`config.mk`:
```
export PLATFORM = sky130hd
export DESIGN_NAME = button_conditioner_flat
export DESIGN_NICKNAME = d
export VERILOG_FILES = /design/src/rtl/button_if.sv /design/src/rtl/button_conditioner.sv /design/src/flat_wrapper.sv
export SDC_FILE = /design/constraint.sdc
export NUM_CORES = 1
export LEC_CHECK = 0
export ABC_AREA = 0
export CORE_AREA = 5 5 124 126
export DETAILED_ROUTE_END_ITERATION = 10
export DIE_AREA = 0 0 129 131
export GPL_TIMING_DRIVEN = 0
export PLACE_DENSITY_LB_ADDON = 0.25
export SYNTH_ARGS = -nofsm -noshare
export SYNTH_HDL_FRONTEND = slang
export SYNTH_SLANG_ARGS = --single-unit
```
`constraint.sdc`:
```
create_clock -name clk -period 1.25 [get_ports clk]
set_input_delay 0.375 -clock clk [delete_from_list [all_inputs] [get_ports clk]]
set_output_delay 0.375 -clock clk [all_outputs]
set_load 0.01 [all_outputs]
```
`src/rtl/button_if.sv`:
```
// Button bundle between the pad side (master) and the conditioner (slave).
// Every vector carries one bit per channel.
interface button_if #(
    parameter int N_CH = 5
);
    logic [N_CH-1:0] noisy_in;
    logic [N_CH-1:0] level;
    logic [N_CH-1:0] press_pulse;
    logic [N_CH-1:0] release_pulse;
    logic [N_CH-1:0] repeat_pulse;

    modport master (
        output noisy_in,
        input  level,
        input  press_pulse,
        input  release_pulse,
        input  repeat_pulse
    );

    modport slave (
        input  noisy_in,
        output level,
        output press_pulse,
        output release_pulse,
        output repeat_pulse
    );
endinterface

```
`src/rtl/button_conditioner.sv`:
```
// Multi-channel push-button front end: synchroniser, stability filter, and
// registered press / release / auto-repeat pulses per independent channel.
module button_conditioner #(
    parameter int N_CH          = 5,
    parameter int STABLE_CYCLES = 16,
    parameter int REPEAT_EN     = 1,
    parameter int REPEAT_DELAY  = 64,
    parameter int REPEAT_PERIOD = 16
) (
    input  logic    clk,
    input  logic    rst_n,
    button_if.slave bus
);
    localparam int CW   = $clog2(STABLE_CYCLES + 1);
    localparam int HMAX = (REPEAT_DELAY > REPEAT_PERIOD) ? REPEAT_DELAY : REPEAT_PERIOD;
    localparam int HW   = $clog2(HMAX + 1);
    localparam logic [CW-1:0] CNT_LAST = CW'(STABLE_CYCLES - 1);
    localparam logic [HW-1:0] DLY_LAST = HW'(REPEAT_DELAY - 1);
    localparam logic [HW-1:0] PER_LAST = HW'(REPEAT_PERIOD - 1);
    localparam bit            REP_ON   = (REPEAT_EN != 32'sd0);

    logic [N_CH-1:0] level_v_s;
    logic [N_CH-1:0] press_v_s;
    logic [N_CH-1:0] release_v_s;
    logic [N_CH-1:0] repeat_v_s;

    for (genvar g = 0; g < N_CH; g++) begin : g_ch
        logic          s1_r;
        logic          s2_r;
        logic          level_r;
        logic          press_r;
        logic          release_r;
        logic          repeat_r;
        logic          ph_r;
        logic [CW-1:0] cnt_r;
        logic [HW-1:0] hcnt_r;
        logic          flip_s;
        logic          hold_last_s;

        // Terminal-count decode for the stability filter and the hold timer.
        always_comb begin
            flip_s      = 1'b0;
            hold_last_s = 1'b0;
            if ((s2_r != level_r) && (cnt_r == CNT_LAST)) begin
                flip_s = 1'b1;
            end else begin
                flip_s = 1'b0;
            end
            if (ph_r) begin
                hold_last_s = (hcnt_r == PER_LAST);
            end else begin
                hold_last_s = (hcnt_r == DLY_LAST);
            end
        end

        // Synchroniser, debounce filter, level/pulse registers and repeat timer.
        always_ff @(posedge clk or negedge rst_n) begin
            if (!rst_n) begin
                s1_r      <= 1'b0;
                s2_r      <= 1'b0;
                level_r   <= 1'b0;
                cnt_r     <= '0;
                hcnt_r    <= '0;
                ph_r      <= 1'b0;
                press_r   <= 1'b0;
                release_r <= 1'b0;
                repeat_r  <= 1'b0;
            end else begin
                s1_r      <= bus.noisy_in[g];
                s2_r      <= s1_r;
                press_r   <= 1'b0;
                release_r <= 1'b0;
                repeat_r  <= 1'b0;

                if (s2_r == level_r) begin
                    cnt_r <= '0;
                end else if (flip_s) begin
                    level_r   <= s2_r;
                    cnt_r     <= '0;
                    press_r   <= s2_r;
                    release_r <= ~s2_r;
                end else begin
                    cnt_r <= cnt_r + 1'b1;
                end

                // A press edge lands here too (level_r still 0), which restarts the delay phase.
                if (!REP_ON || !level_r || flip_s) begin
                    hcnt_r <= '0;
                    ph_r   <= 1'b0;
                end else if (hold_last_s) begin
                    repeat_r <= 1'b1;
                    hcnt_r   <= '0;
                    ph_r     <= 1'b1;
                end else begin
                    hcnt_r <= hcnt_r + 1'b1;
                end
            end
        end

        assign level_v_s[g]   = level_r;
        assign press_v_s[g]   = press_r;
        assign release_v_s[g] = release_r;
        assign repeat_v_s[g]  = repeat_r;
    end

    assign bus.level         = level_v_s;
    assign bus.press_pulse   = press_v_s;
    assign bus.release_pulse = release_v_s;
    assign bus.repeat_pulse  = repeat_v_s;
endmodule
```
`src/flat_wrapper.sv`:
```
// flat-port wrapper written by rule: the top's interface ports become plain ports
module button_conditioner_flat 
#(
    parameter int N_CH          = 5,
    parameter int STABLE_CYCLES = 16,
    parameter int REPEAT_EN     = 1,
    parameter int REPEAT_DELAY  = 64,
    parameter int REPEAT_PERIOD = 16
)
  (clk, rst_n, bus_noisy_in, bus_level, bus_press_pulse, bus_release_pulse, bus_repeat_pulse);
  button_if #(.N_CH(N_CH)) bus_i ();
  input  logic clk;
  input  logic rst_n;
  input wire logic [$bits(bus_i.noisy_in)-1:0] bus_noisy_in;
  output wire logic [$bits(bus_i.level)-1:0] bus_level;
  output wire logic [$bits(bus_i.press_pulse)-1:0] bus_press_pulse;
  output wire logic [$bits(bus_i.release_pulse)-1:0] bus_release_pulse;
  output wire logic [$bits(bus_i.repeat_pulse)-1:0] bus_repeat_pulse;
  assign bus_i.noisy_in = bus_noisy_in;
  assign bus_level = bus_i.level;
  assign bus_press_pulse = bus_i.press_pulse;
  assign bus_release_pulse = bus_i.release_pulse;
  assign bus_repeat_pulse = bus_i.repeat_pulse;
  button_conditioner #(.N_CH(N_CH), .STABLE_CYCLES(STABLE_CYCLES), .REPEAT_EN(REPEAT_EN), .REPEAT_DELAY(REPEAT_DELAY), .REPEAT_PERIOD(REPEAT_PERIOD)) u_core (.clk(clk), .rst_n(rst_n), .bus(bus_i));
endmodule
```
==> out/qor.csv <==
stage,metric,value,unit
yosys,ys_types,31,
timing,setup_viol,34,
hold_path,min_path_type,reg2reg,
placement,portBuffers,26,
clocking,root_buffer,clkbuf_16,
critical_path,start_kind,flip-flop,
grt,grt_pass1_wl,14200,um
placement,dp_cells,557,
clocking,cts_buffer_depth,2,
hold_path,holdPathStages,0,
yosys,syn-cell-area,0.00413,mm^2
timing,slew-limit-headroom,73.5,%
drt,drt_iter0_markers,158,
yosys,synth.yosys.warnings,0,
grt,grt_usage,10.4,%
clocking,clkSinkCount,95,
yosys,synth_edf_count,0,
yosys,synth_seq_cells,95,
floorplanning,start_util,29.1,%
run_status,status,finished with violations,
grt,grt_max_degree,69,
drt,routed_wl,8430,um
cells_and_area,stdcell_area,0.00599,mm^2
run_status,violations,setup timing,
power,vdd_ir_drop_max,0.564,mV
power,power.total,6.65,mW
timing,skew,0.00863,ns
critical_path,r2r_cells,4,
yosys,seq_area_frac_synth,57.6,%
floorplanning,rows,44,
critical_path,path_class,reg2reg,
cells_and_area,insertedDiodeCount,0,
hold_path,holdPathEnd,u_core.g_ch[1].s2_r,
placement,placed_area,0.00478,mm^2
timing,finalHoldViolations,0,
grt,grt_pass1_vias,3085,
timing,rsz0062_at_grt,yes,
yosys,syn_inst,346,
critical_path,worstPathArrival,1.64,ns
yosys,synth_ff_type,dfrtp_1,
drt,drc,0,
cells_and_area,area_growth,44.9,%
drt,viasPerCell,4.68,
critical_path,crit_fanout,7,
drt,wire_per_inst,13.4,um
critical_path,r2r-end,u_core.g_ch[2].hcnt_r[6],
flow_run,maxCapViolCount,0,
floorplanning,coreArea,0.0142,mm^2
clocking,htreeDepth,3,
clocking,numCtsBuffers,9,
floorplanning,die_x,129,um
drt,num_vias,2941,
placement,routabilityCongestion,0.729,
yosys,ys_async_sr_fraction,100,%
floorplanning,io_pins,27,
placement,dp_hpwl,4490,um
cells_and_area,fin_util,42.1,%
floorplanning,die_area,0.0169,mm^2
yosys,syn_nets,363,
power,cellPowerDensity,1110,mW/mm^2
critical_path,regToRegSetupSlack,-0.12,ns
timing,fmax,729,MHz
clocking,clk_pin_slew_worst_paths,0.06,ns
clocking,cts_tree,yes,
critical_path,r2r-start,u_core.g_ch[2].hcnt_r[1],
clocking,clk_latency,0.34,ns
timing,drv_slew,0,
power,leakagePower,2.51,nW
cells_and_area,final_common_cell,dfrtp_1,
cells_and_area,drive_above_1_share,45.8,%
timing,finalWorstSetupSlack,-0.121,ns
floorplanning,die_h,131,um
critical_path,required,1.52,ns
timing,timing.final.crit_share,110,%
drt,dr.pass1.iters,4,
drt,ant_nets,0,
hold_path,worstHoldStart,u_core.g_ch[1].s1_r,
cells_and_area,layout.nets,457,
grt,overflow,0,
critical_path,end_kind,flip-flop,
timing,worstMarginPinSlew,0.397,ns
cells_and_area,final_cell_mix,"88 x dfrtp_1, 53 x buf_4, 38 x buf_6",
grt,antenna_found_initial,0,
timing,period_needed,1.37,ns
cells_and_area,fin_cells,629,
yosys,syn_avg_cell_area,11.9,um^2
[per-layer routing]
layer / track usage (%) / up-vias / part of all wire (%)
met3: 2.93 / 16 / 3.8
met2: 17.4 / 52 / 51
met5: 0 / - / 0
met1: 12.5 / 1454 / 43
met4: 4.63 / 0 / 2.1
li1: - / 1419 / -
[Yosys cell counts (all sizes together) (15+ instances only)]
master | instances | area share, %
a21oi | 15 | 1.8
buf | 20 | 3.6
dfrtp | 95 | 58
nand2 | 20 | 1.8
nand3 | 15 | 3.0
nor2 | 16 | 1.5
nor3 | 15 | 1.8
nor3b | 19 | 3.5
xor2 | 20 | 4.2
[state kept, by name (all words and copies together), names as in the netlist]
name / cells
u_core.g_ch.hcnt_r: 35
u_core.g_ch.s2_r: 5
u_core.g_ch.repeat_r: 5
u_core.g_ch.s1_r: 5
u_core.g_ch.press_r: 5
u_core.g_ch.level_r: 5
u_core.g_ch.ph_r: 5
u_core.g_ch.cnt_r: 25
u_core.g_ch.release_r: 5
[layout make-up]
class | count | area (um^2)
clock inverters | 5 | 104
flip-flops and latches | 95 | 2390
inverters | 6 | 22.5
fillers | 1357 | 8220
repair buffers | 98 | 913
multi-input cells | 230 | 2080
clock buffers | 11 | 253
well taps | 184 | 230
[critical path, cell delays in order (launching register included)]
cell and delay, ns:
dfrtp_1 0.40, ha_4 0.17, nand3_4 0.11, or4_4 0.50, a21oi_2 0.12
[worst max-delay path by stage]
stage	start	to	slack [ns]	cells past startpoint
2_1_floorplan	u_core.g_ch[1].hcnt_r[0]	u_core.g_ch[1].hcnt_r[6]	-0.04	4
3_3_place_gp	rst_n	u_core.g_ch[0].cnt_r[2]	-3.80	1
3_5_place_dp	u_core.g_ch[4].level_r	bus_level[4]	-0.30	2
4_1_cts	u_core.g_ch[2].hcnt_r[0]	u_core.g_ch[2].hcnt_r[6]	-0.13	4
5_1_grt	u_core.g_ch[0].ph_r	u_core.g_ch[0].repeat_r	-0.18	3
6_report	u_core.g_ch[2].hcnt_r[1]	u_core.g_ch[2].hcnt_r[6]	-0.12	4
[kinds of logic after synthesis]
kind of cell,count (synthesis),synth area share [%]
AND/OR/NAND/NOR,145,22.1
flip-flops,95,57.6
AO/OA/AOI/OAI,40,6.51
buffers and inverters,26,4.18
XOR/XNOR,25,5.30
adder cells (fa/ha/maj),10,3.03
multiplexers,5,1.36
[power by group]
| group | internal (mW) | switching [mW] | leakage (nW) |
|---|---|---|---|
| Sequential | 3.13 | 0.0611 | 1.28 |
| Combinational | 0.119 | 0.116 | 1.05 |
| Clock | 2.06 | 1.16 | 0.176 |
| Total | 5.31 | 1.34 | 2.51 |
[per-stage QoR]
stage                     TNS [ns]  hold slack [ns]  setup slack [ns]
after global routing         -4.32            0.357            -0.175
after floorplan             -0.598           0.0794           -0.0446
after global placement     -370.76            0.334             -3.80
after detailed placement    -11.56            0.331            -0.303
after CTS                    -2.13            0.349            -0.126
final                        -1.86            0.348            -0.121
[repair_timing]
action                                  CTS  global route
gates resized for setup                 133            59
cloned                                    5             0
setup buffers                            55            16
hold endpoints to repair                 27             0
endpoints found under the setup margin   80           144
pin swaps                                35            40
hold buffers                              1             0
Note: power is estimated with default switching activity, not from simulation.
